File: src/rtl/rf_xchg_seq_pkg.sv
// Shared definitions for the Z80 register-exchange sequencer: register-file
// IDs (same encoding as the register file), op codes and FSM states.
package rf_xchg_seq_pkg;

    localparam int RID_W_C = 5;

    // Register-file pair IDs; R0 is the discard target for writes.
    localparam logic [4:0] RID_R0  = 5'd0;
    localparam logic [4:0] RID_AF  = 5'd1;
    localparam logic [4:0] RID_BC  = 5'd2;
    localparam logic [4:0] RID_DE  = 5'd3;
    localparam logic [4:0] RID_HL  = 5'd4;
    localparam logic [4:0] RID_AFS = 5'd5;
    localparam logic [4:0] RID_BCS = 5'd6;
    localparam logic [4:0] RID_DES = 5'd7;
    localparam logic [4:0] RID_HLS = 5'd8;
    localparam logic [4:0] RID_T10 = 5'd9;
    localparam logic [4:0] RID_T32 = 5'd10;

    typedef enum logic [1:0] {
        OP_EX_DE_HL  = 2'd0,
        OP_EX_AF_AFS = 2'd1,
        OP_EXX       = 2'd2,
        OP_ILLEGAL   = 2'd3
    } op_e;

    typedef enum logic [1:0] {
        ST_IDLE    = 2'd0,
        ST_SAVE    = 2'd1,
        ST_MOVE    = 2'd2,
        ST_RESTORE = 2'd3
    } state_e;

    // True for the three real exchange instructions.
    function automatic logic op_is_legal(input logic [1:0] op);
        return (op != OP_ILLEGAL);
    endfunction

    // Width of a counter that indexes n pairs (at least one bit).
    function automatic int pcnt_width(input int n);
        return (n > 1) ? $clog2(n) : 1;
    endfunction

endpackage

File: src/rtl/rf_xchg_seq_pair_rom.sv
// Pair table for the exchange sequencer: maps (op, pair index) to the two
// register IDs being swapped and flags the final pair of the operation.
// The illegal op maps to R0/R0 so a NOP pass never touches real registers.
module rf_xchg_pair_rom
    import rf_xchg_seq_pkg::*;
#(
    parameter int RID_W  = 5,
    parameter int PCNT_W = 2
) (
    input  logic [1:0]        op,
    input  logic [PCNT_W-1:0] pair_idx,
    output logic [RID_W-1:0]  x_id,
    output logic [RID_W-1:0]  y_id,
    output logic              last
);

    // Table lookup; unused index/op combinations fall back to R0 and last.
    always_comb begin
        x_id = RID_R0;
        y_id = RID_R0;
        last = 1'b1;
        case (op)
            OP_EX_DE_HL: begin
                x_id = RID_DE;
                y_id = RID_HL;
                last = 1'b1;
            end
            OP_EX_AF_AFS: begin
                x_id = RID_AF;
                y_id = RID_AFS;
                last = 1'b1;
            end
            OP_EXX: begin
                if (pair_idx == PCNT_W'(0)) begin
                    x_id = RID_BC;
                    y_id = RID_BCS;
                    last = 1'b0;
                end else if (pair_idx == PCNT_W'(1)) begin
                    x_id = RID_DE;
                    y_id = RID_DES;
                    last = 1'b0;
                end else begin
                    x_id = RID_HL;
                    y_id = RID_HLS;
                    last = 1'b1;
                end
            end
            default: begin
                x_id = RID_R0;
                y_id = RID_R0;
                last = 1'b1;
            end
        endcase
    end

endmodule

File: src/rtl/rf_xchg_seq.sv
// Z80 register-exchange sequencer (EX DE,HL / EX AF,AF' / EXX). Passes the
// pipeline's read-0/write requests through when idle; when busy it owns the
// register-file ports and swaps pairs via T32 in SAVE/MOVE/RESTORE steps.
// The written data is always the same-cycle read data, so nothing is stored.
// Optional macro RF_XCHG_ILLEGAL_TRAP_EN: op 3 raises a one-cycle 'illegal'
// pulse instead of running as a one-cycle NOP.
module rf_xchg_seq
    import rf_xchg_seq_pkg::*;
#(
    parameter int NPAIR_MAX = 3,
    parameter int RID_W     = 5
) (
    input  logic             CLK,
    input  logic             RST,
    input  logic             req_valid,
    input  logic [1:0]       req_op,
    output logic             req_ready,
    input  logic             hold,
    output logic             busy,
    output logic             done,
`ifdef RF_XCHG_ILLEGAL_TRAP_EN
    output logic             illegal,
`endif
    input  logic [RID_W-1:0] pipe_rd0_id,
    input  logic [RID_W-1:0] pipe_wr_id,
    input  logic [15:0]      pipe_wr_data,
    output logic             pipe_conflict,
    output logic [RID_W-1:0] rf_rd0_id,
    input  logic [15:0]      rf_rd_data0,
    output logic [RID_W-1:0] rf_wr_id,
    output logic [15:0]      rf_wr_data
);

    localparam int PCNT_W = pcnt_width(NPAIR_MAX);

    state_e              state_q, state_d;
    op_e                 op_q, op_d;
    logic [PCNT_W-1:0]   pair_q, pair_d;
    logic                busy_q, busy_d;
    logic                done_q, done_d;
    logic                ready_q, ready_d;
    logic                illegal_q, illegal_d;

    logic [RID_W-1:0]    x_id_s;
    logic [RID_W-1:0]    y_id_s;
    logic                last_s;
    logic [RID_W-1:0]    wr_sel_s;

    rf_xchg_pair_rom #(
        .RID_W  (RID_W),
        .PCNT_W (PCNT_W)
    ) u_pair_rom (
        .op       (op_q),
        .pair_idx (pair_q),
        .x_id     (x_id_s),
        .y_id     (y_id_s),
        .last     (last_s)
    );

    // Next-state logic: accept in IDLE, step SAVE->MOVE->RESTORE per pair,
    // freeze everything while the pipeline holds.
    always_comb begin
        state_d   = state_q;
        op_d      = op_q;
        pair_d    = pair_q;
        done_d    = 1'b0;
        illegal_d = 1'b0;
        case (state_q)
            ST_IDLE: begin
                if (req_valid && !hold) begin
`ifdef RF_XCHG_ILLEGAL_TRAP_EN
                    if (!op_is_legal(req_op)) begin
                        illegal_d = 1'b1;
                    end else begin
                        state_d = ST_SAVE;
                        op_d    = op_e'(req_op);
                        pair_d  = '0;
                    end
`else
                    state_d = ST_SAVE;
                    op_d    = op_e'(req_op);
                    pair_d  = '0;
`endif
                end else begin
                    state_d = ST_IDLE;
                end
            end
            ST_SAVE: begin
                if (hold) begin
                    state_d = ST_SAVE;
                end else if (!op_is_legal(op_q)) begin
                    // NOP pass for op 3: one busy cycle, then complete.
                    state_d = ST_IDLE;
                    done_d  = 1'b1;
                end else begin
                    state_d = ST_MOVE;
                end
            end
            ST_MOVE: begin
                if (hold) begin
                    state_d = ST_MOVE;
                end else begin
                    state_d = ST_RESTORE;
                end
            end
            ST_RESTORE: begin
                if (hold) begin
                    state_d = ST_RESTORE;
                end else if (last_s) begin
                    state_d = ST_IDLE;
                    done_d  = 1'b1;
                end else begin
                    state_d = ST_SAVE;
                    pair_d  = pair_q + PCNT_W'(1);
                end
            end
            default: begin
                state_d = ST_IDLE;
            end
        endcase
        busy_d  = (state_d != ST_IDLE);
        ready_d = (state_d == ST_IDLE);
    end

    // State, counter and registered status outputs; reset aborts any operation.
    always_ff @(posedge CLK or posedge RST) begin
        if (RST) begin
            state_q   <= ST_IDLE;
            op_q      <= OP_EX_DE_HL;
            pair_q    <= '0;
            busy_q    <= 1'b0;
            done_q    <= 1'b0;
            ready_q   <= 1'b1;
            illegal_q <= 1'b0;
        end else begin
            state_q   <= state_d;
            op_q      <= op_d;
            pair_q    <= pair_d;
            busy_q    <= busy_d;
            done_q    <= done_d;
            ready_q   <= ready_d;
            illegal_q <= illegal_d;
        end
    end

    // Port steering: pass-through in IDLE, pair-table driven while busy.
    always_comb begin
        rf_rd0_id  = pipe_rd0_id;
        wr_sel_s   = pipe_wr_id;
        rf_wr_data = pipe_wr_data;
        case (state_q)
            ST_IDLE: begin
                rf_rd0_id  = pipe_rd0_id;
                wr_sel_s   = pipe_wr_id;
                rf_wr_data = pipe_wr_data;
            end
            ST_SAVE: begin
                rf_rd0_id  = x_id_s;
                wr_sel_s   = op_is_legal(op_q) ? RID_T32 : RID_R0;
                rf_wr_data = rf_rd_data0;
            end
            ST_MOVE: begin
                rf_rd0_id  = y_id_s;
                wr_sel_s   = x_id_s;
                rf_wr_data = rf_rd_data0;
            end
            ST_RESTORE: begin
                rf_rd0_id  = RID_T32;
                wr_sel_s   = y_id_s;
                rf_wr_data = rf_rd_data0;
            end
            default: begin
                rf_rd0_id  = pipe_rd0_id;
                wr_sel_s   = pipe_wr_id;
                rf_wr_data = pipe_wr_data;
            end
        endcase
        // A held step must not commit its write; reads keep flowing.
        rf_wr_id = (hold && (state_q != ST_IDLE)) ? RID_R0 : wr_sel_s;
    end

    assign req_ready     = ready_q;
    assign busy          = busy_q;
    assign done          = done_q;
    assign pipe_conflict = busy_q && (pipe_wr_id != RID_R0);

`ifdef RF_XCHG_ILLEGAL_TRAP_EN
    assign illegal = illegal_q;
`else
    logic unused_illegal_s;
    assign unused_illegal_s = illegal_q;
`endif

endmodule

File: config.mk
export PLATFORM = sky130hd
export DESIGN_NAME = rf_xchg_seq
export DESIGN_NICKNAME = d
export VERILOG_FILES = /design/src/rtl/rf_xchg_seq_pkg.sv /design/src/rtl/rf_xchg_seq_pair_rom.sv /design/src/rtl/rf_xchg_seq.sv
export SDC_FILE = /design/constraint.sdc
export NUM_CORES = 1
export LEC_CHECK = 0
export ABC_AREA = 1
export CORE_MARGIN = 2
export CORE_UTILIZATION = 30
export CTS_BUF_LIST = sky130_fd_sc_hd__clkbuf_4 sky130_fd_sc_hd__clkbuf_8
export DETAILED_ROUTE_END_ITERATION = 10
export PLACE_DENSITY = 0.87
export SYNTH_ARGS = -nofsm -noshare
export SYNTH_HDL_FRONTEND = slang
export SYNTH_SLANG_ARGS = --single-unit
File: constraint.sdc
create_clock -name CLK -period 1.4 [get_ports CLK]
set_input_delay 0.28 -clock CLK [delete_from_list [all_inputs] [get_ports CLK]]
set_output_delay 0.28 -clock CLK [all_outputs]
set_load 0.01 [all_outputs]
# Word level (Yosys, flattened, before mapping)
# Cells that the tools add are included.
# word_totals
register_bits,9
in_bits,48
out_inout_bits,30
elab_cells,62
# classes
n_addsub,1
eq_ne,10
n_mux,30
reduce_logical,15
# ops
cell,n
$pmux 5 s4,2
$pmux 16 s2,1
$pmux 5 s3,2
$mux 5,3
$mux 2,6
$mux 1,10
$logic_not 2->1,4
$mux 4,2
$ne 2x2->1 const B,4
$pmux 2 s4,1
$eq 2x1->1 const B,3
$eq 2x2->1 const B,3
$reduce_bool 2->1,3
$reduce_bool 5->1,1
$pmux 2 s2,1
$reduce_and 4->1,1
$logic_and 1x1->1,3
$mux 3,1
$reduce_or 3->1,1
$add 2x1->2 const B,1
$pmux 1 s2,1
$reduce_and 2->1,1
$logic_not 1->1,1

# Longest topological paths before layout
# Gate-level depths: netlist of the first run.
# depth
ltp_word,8
ltp_mapped,8
ltp_nobuf,8

# Hierarchy
# Synthesis of the first run repeated with hierarchy kept, for this count alone.
# unflattened
hier_cells,195
area_unflattened_um2,1043.5
# modules_own_cells
module,instances,cells_each,area_each_um2,seq_area_each_um2
rf_xchg_seq,1,173,942.2,226.5
rf_xchg_pair_rom,1,22,101.3,0.0

# Least setup slack after synthesis of the first run
# Ideal clock, no wire load.
# synth_timing
path_kind,register to output
startpoint,reg pair_q[0]
endpoint,out rf_wr_id[2]
arrival_time_ps,1225
required_time_ps,1120
setup_slack_ps,-105
stages_incl_launch_ff,8
path_buffers,0
path_cell_list,dfrtp_1 > inv_1 > ha_1 > nor2_1 > nand3_1 > nand2_1 > nor2_1 > nor2_1
# synth_via
elab_chain_cells,6
elab_cells_between_ends,10
cone_classes,1 x eq/ne; 8 x mux; 1 x reduce/logical
# synth_lines
item,line,rtl
from (decl),rf_xchg_seq.sv:38,"logic [PCNT_W-1:0] pair_q, pair_d;"
from (signal assigned),rf_xchg_seq.sv:138,pair_q <= pair_d;
$eq 2x1->1,rf_xchg_seq_pair_rom.sv:38,end else if (pair_idx == PCNT_W'(1)) begin
$mux 4 or $mux 3 (tied branches),rf_xchg_seq_pair_rom.sv:38,
$mux 5,rf_xchg_seq_pair_rom.sv:34,if (pair_idx == PCNT_W'(0)) begin
$pmux 5 s3,rf_xchg_seq_pair_rom.sv:22,case (op)
$pmux 5 s4 (*),rf_xchg_seq.sv:151,case (state_q)
$mux 5 (*),rf_xchg_seq.sv:179,rf_wr_id = (hold && (state_q != ST_IDLE)) ? RID_R0 : wr_sel_s;
to (decl),rf_xchg_seq.sv:30,"output logic [RID_W-1:0] rf_wr_id,"
# Mark *: on every way between the ends. The rest lies on a longest branch, timed or not.

# Worst setup path after layout of the first run
# layout_timing
startpoint,reg state_q[1]
endpoint,out rf_wr_id[1]
# layout_via
elab_chain_cells,3
elab_cells_between_ends,8
cone_classes,3 x eq/ne; 2 x mux; 3 x reduce/logical
# layout_lines
item,line,rtl
from (decl),rf_xchg_seq.sv:36,"state_e state_q, state_d;"
from (signal assigned),rf_xchg_seq.sv:136,state_q <= state_d;
$eq 2x2->1 (tied with other cells),rf_xchg_seq.sv:151,
$pmux 5 s4 or $logic_and 1x1->1 (tied branches),"rf_xchg_seq.sv:151, rf_xchg_seq.sv:179",
$mux 5 (*),rf_xchg_seq.sv:179,
# Marked as above.

==> results of run 1 <==
==> worst paths after layout <==
check / cells past startpoint / endpoint / from / slack [ns]
setup / recovery: 8 / rf_wr_id[1] / state_q[1] / -0.55
setup reg to reg: 9 / pair_q[0] / pair_q[0] / -0.02
min in group CLK: 2 / pair_q[1] / pair_q[1] / 0.54
max in group asynchronous: 2 / req_ready / RST / 0.85
hold reg to reg: 2 / pair_q[1] / pair_q[1] / 0.54
hold / removal: 2 / op_q[0] / RST / 0.25
==> what timing repair did <==
| item | CTS | global route |
|---|---|---|
| pin swaps | 24 | 21 |
| setup buffers | 12 | 7 |
| gates resized for setup | 179 | 71 |
| endpoints found under the hold margin | 0 | 0 |
| endpoints found under the setup margin | 35 | 34 |
| gates cloned | 1 | 3 |
==> flip-flops by register name, summed over array words and instances, names as in the netlist <==
register,cells
op_q,2
pair_q,2
state_q,2
busy,1
done,1
req_ready,1
==> per-stage QoR <==
stage / std cells / hold slack, ns / area, um^2 / setup slack [ns]
2_1_floorplan: 164 / 0.107 / 950 / -0.00197
3_3_place_gp: 294 / 0.494 / 1910 / -0.606
3_5_place_dp: 294 / 0.494 / 1910 / -0.631
4_1_cts: 310 / 0.278 / 2120 / -0.374
5_1_grt: 316 / 0.279 / 2430 / -0.674
6_report: 316 / 0.252 / 2430 / -0.553
==> power by group <==
part           leakage (uW)  switching, uW  internal [uW]
Combinational       0.00107           2590           2290
Sequential         0.000106            155            392
Clock             0.0000184            103            130
Total               0.00120           2850           2810
==> layout make-up <==
class                           count  area [um^2]
Multi-Input combinational cell    132          900
Tap cell                           33         41.3
Timing Repair Buffer              117         1110
Timing Repair inverter              2         25.0
Sequential cell                     9          231
Inverter                           19         91.3
Clock buffer                        4         30.0
Fill cell                         142          574
==> worst register-to-register path: cells and delay by family (launching register included) <==
| family | cells | cell delay (ns) |
|---|---|---|
| and+or+nand+nor | 6 | 0.51 |
| buffers and inverters | 2 | 0.21 |
| DFF | 1 | 0.42 |
| adders and majority gates | 1 | 0.19 |
==> routing by layer <==
layer	up-vias	global-route usage	wire length, um
met4	0	0.0730	376
met5	-	0	0
li1	751	-	-
met2	152	0.452	3230
met1	841	0.293	2170
met3	46	0.0541	680
==> kinds of logic (layout without fill, tap and decap cells) <==
group / count (synthesis) / in the layout / synth area share
DFF: 9 / 9 / 0.241
buffers and inverters: 24 / 142 / 0.119
AOI/OAI and AO/OA: 18 / 18 / 0.105
adders and majority gates: 2 / 2 / 0.0267
and+or+nand+nor: 111 / 112 / 0.508
==> cells in the final DEF, fill, tap and decap left out, types with 5 or more instances in the layout <==
master	netlist	routed
nor2_4	1	7
inv_1	17	10
buf_2	2	18
nand3_2	1	9
nand2_1	73	42
nand2_4	1	5
nor2_2	2	7
buf_6	2	22
inv_2	2	5
nand2_2	1	27
nor2_1	19	8
a21oi_1	5	5
clkdlybuf4s50_1	0	42
buf_4	1	21
dlygate4sd2_1	0	5
==> impl_metrics.tcl, run 1 <==
set metrics [dict create \
    outcome "finished, violations left" \
    violations "negative setup slack" \
    numPortBuffers 77 \
    overflow 0 \
    avgSynthCellArea_um2 5.72 \
    core_area_um2 3000 \
    slowest_delay_ns 0.44 \
    hold_viol 0 \
    synth_top_cell_area_share 0.292 \
    clockBufferDepth 2 \
    post-synth-top-count-cell "nand2_1" \
    rows 20 \
    finalPower_uw 5660 \
    drv_slew 0 \
    drive_above_1_share 0.544 \
    skew_ns 0.0147 \
    ant_nets 0 \
    netlist.top_cell.by_area "nand2_1" \
    async_flop_share 1.00 \
    ioPinCount 78 \
    cpLargestDelayFamily "buffers and inverters" \
    vias_per_cell 5.66 \
    synthTopCellsByArea "nand2_1 29%, dfrtp_1 21%, nor2_1 7.6%" \
    crit_slowest_cell "dfrtp_2" \
    hold_class "in2async" \
    insertedDiodeCount 0 \
    max-cap-violations 0 \
    synthFlopType "dfrtp_1" \
    vias 1790 \
    post-route-period-util 1.40 \
    drc_errors 0 \
    setup.worst_path.start_class "flip-flop" \
    critPathCaptureType "primary output" \
    finish.utilization 0.809 \
    slew_headroom 0.773 \
    dr.pass1.iters 4 \
    antenna_found_initial 0 \
    dp_hpwl_mm 2.82 \
    cts_tree "built" \
    syn_area_um2 938 \
    synth_cells 164 \
    synth_edf_count 0 \
    grt_pass1_wl_mm 6.73 \
    synth_cell_type_count 23 \
    tightestPinTransition_ns 0.340 \
    grtUsageTotal 0.250 \
    seq_area_frac_synth 0.241 \
    syn-num-nets 214 \
    p_leak_uw 0.00120 \
    fin_setup_tns_ns -11.26 \
    p_per_area_nw_per_um2 2330 \
    ys_seq_elements 9 \
    setup_viol 30 \
    fmax_mhz 512 \
    numCtsBuffers 3 \
    cts-hold-fix-buffers 0 \
    wl_per_cell_um 20.4 \
    die-height_um 59.9 \
    ys.warnings.count 0 \
    grt_max_degree 20 \
    ctsRootBufferMaster "clkbuf_4" \
    crit_path_cell_trace "buf_6 > inv_1 > buf_4 > o21ai_1 > nand2_2 > nor2_2 > nor2_1 > buf_2" \
    drt_iter0_drc 114 \
    clk_pin_slew_ns 0.07 \
    wl_mm 6.45 \
    vdd_drop_max_uv 1250 \
    gp_congestion 0.855 \
    critical_path_required_ns 1.12 \
    die_area_um2 3590 \
    finalNetCount 334 \
    fin_crit_ns 1.95 \
    die_w_um 59.9 \
    cp_max_fo 3 \
    htree_levels 1 \
    rsz0062_at_grt "yes" \
    synthTopCellsByCount "73 x nand2_1, 19 x nor2_1, 17 x inv_1" \
    insertion_delay_ns 0.28 \
    worstPathArrival_ns 1.67 \
    crit_buf_inv 4 \
    setup_ws_ns -0.553 \
    start_util 0.313 \
    grt_pass1_vias 1460 \
    areaGrowthSynthToFinish_pct 159 \
    cts.sinks 9 \
    crit_type "reg2out" \
]
No activity file was read; power rests on OpenSTA's default activity.
==> run 2, diff against run 1 <==
- CAP_MARGIN: not set -> 40
- CORE_UTILIZATION: 30 -> 29
- CTS_BUF_LIST: sky130_fd_sc_hd__clkbuf_4 sky130_fd_sc_hd__clkbuf_8 -> not set
- PLACE_DENSITY: 0.87 -> 0.84
==> impl_metrics.tcl, run 2 (synthesis gave the netlist of run 1 again) <==
set metrics [dict create \
    skew_ns 0.00973 \
    drive_above_1_share 0.564 \
    insertion_delay_ns 0.27 \
    wl_per_cell_um 17.3 \
    hold_viol 0 \
    dp_hpwl_mm 3.01 \
    worstPathArrival_ns 1.63 \
    layout_common_cells "43 x nand2_1, 42 x clkdlybuf4s50_1, 27 x buf_6, 27 x buf_4, 23 x nand2_2" \
    reg.largest.list "op_q x2, pair_q x2, state_q x2" \
    fillers 165 \
    grt_pass1_vias 1508 \
    finalPower_uw 5740 \
    die_w_um 60.9 \
    rows 20 \
    rsz0062_at_grt "yes" \
    grtUsageTotal 0.220 \
    gp_congestion 0.854 \
    dp_slack_ns -0.658 \
    max-cap-violations 0 \
    drc_errors 0 \
    slowest_delay_ns 0.40 \
    final_common_cell "nand2_1" \
    wl_mm 5.78 \
    setup_viol 28 \
    outcome "finished, violations left" \
    violations "negative setup slack" \
    start_util 0.305 \
    critical_path_required_ns 1.12 \
    crit_path_cell_trace "inv_2 > ha_4 > nor2_4 > nand3_2 > nand2_1 > nor2_1 > nor2_2 > buf_2" \
    antenna_found_initial 0 \
    post-route-period-util 1.37 \
    cts.sinks 9 \
    clk_pin_slew_ns 0.06 \
    slew_headroom 0.768 \
    htree_levels 1 \
    overflow 0 \
    ant_nets 0 \
    finalNetCount 342 \
    drv_slew 0 \
    crit_type "reg2out" \
    setup_ws_ns -0.514 \
    hold_class "in2async" \
    dr.pass1.iters 6 \
    vdd_drop_max_uv 1290 \
    ioPinCount 78 \
    vias 1690 \
    die_area_um2 3710 \
    cts_tree "built" \
    critPathCaptureType "primary output" \
    drt_iter0_drc 46 \
    setup.worst_path.start_class "flip-flop" \
    tightestPinTransition_ns 0.348 \
    core_area_um2 3080 \
    areaGrowthSynthToFinish_pct 170 \
    grt_pass1_wl_mm 6.13 \
    crit_slowest_cell "dfrtp_2" \
    fmax_mhz 522 \
    insertedDiodeCount 0 \
    fin_crit_ns 1.91 \
    vias_per_cell 5.04 \
    grt_max_degree 18 \
    clockBufferDepth 2 \
    p_leak_uw 0.00126 \
    cp_max_fo 5 \
    numCtsBuffers 3 \
    cts-hold-fix-buffers 0 \
    p_per_area_nw_per_um2 2270 \
    ctsRootBufferMaster "clkbuf_4" \
    numPortBuffers 77 \
    die-height_um 60.9 \
]
## run 2: path summary, 6_finish.rpt
path	end	from	cells after the start	slack, ns
min	done	RST	2	0.27
max in group asynchronous	req_ready	RST	2	0.84
min reg2reg	pair_q[1]	pair_q[1]	2	0.56
max reg2reg	req_ready	state_q[1]	9	-0.09
min in group CLK	pair_q[1]	pair_q[1]	2	0.56
max	rf_wr_id[2]	pair_q[0]	8	-0.51
## run 2: metrics by stage
stage | hold slack, ns | util | setup TNS [ns] | instances | cell area, um^2
floorplan | 0.107 | - | -0.00197 | 164 | 950
global placement | 0.496 | 0.629 | -13.97 | 305 | 1940
CTS | 0.280 | 0.694 | -9.16 | 321 | 2140
detailed placement | 0.507 | 0.629 | -14.44 | 305 | 1940
global route | 0.313 | 0.822 | -11.85 | 335 | 2530
finish | 0.267 | 0.822 | -10.01 | 335 | 2530
## run 2: report_power, final
| part | switching, uW | total (uW) | leakage [uW] | internal (uW) |
|---|---|---|---|---|
| sequential | 177 | 568 | 0.000105 | 391 |
| clock | 95.0 | 205 | 0.0000150 | 110 |
| combinational | 2440 | 4960 | 0.00114 | 2520 |
## run 2: metal layers
metal	part of all wire	wire length (um)	global-route usage	vias up
met5	0	0	0	-
met4	0.058	336	0.0994	0
met3	0.10	599	0.0768	38
met2	0.51	2970	0.421	110
met1	0.32	1870	0.208	781
li1	-	-	-	761
## run 2: timing repair
action	4_1_cts	5_1_grt
gates resized for setup	145	109
setup endpoints to repair	33	35
buffers inserted	15	13
pin swaps	14	36
cloned	0	3
## run 2: final cells by class
type                            count  area (um^2)  area share
Clock buffer                        4         26.3      0.0104
Inverter                           19         93.8      0.0371
Multi-Input combinational cell    131          903       0.357
Sequential cell                     9          231      0.0915
Tap cell                           44         55.1      0.0218
Timing Repair Buffer              127         1210       0.480
Timing Repair inverter              1         6.26     0.00247
## run 2: critical path: cells and delay by family (launching register included)
family / cells / cell delay [ns]
AND/OR/NAND/NOR: 5 / 0.58
flip-flops: 1 / 0.40
buffers and inverters: 2 / 0.22
adder cells (fa/ha/maj): 1 / 0.17
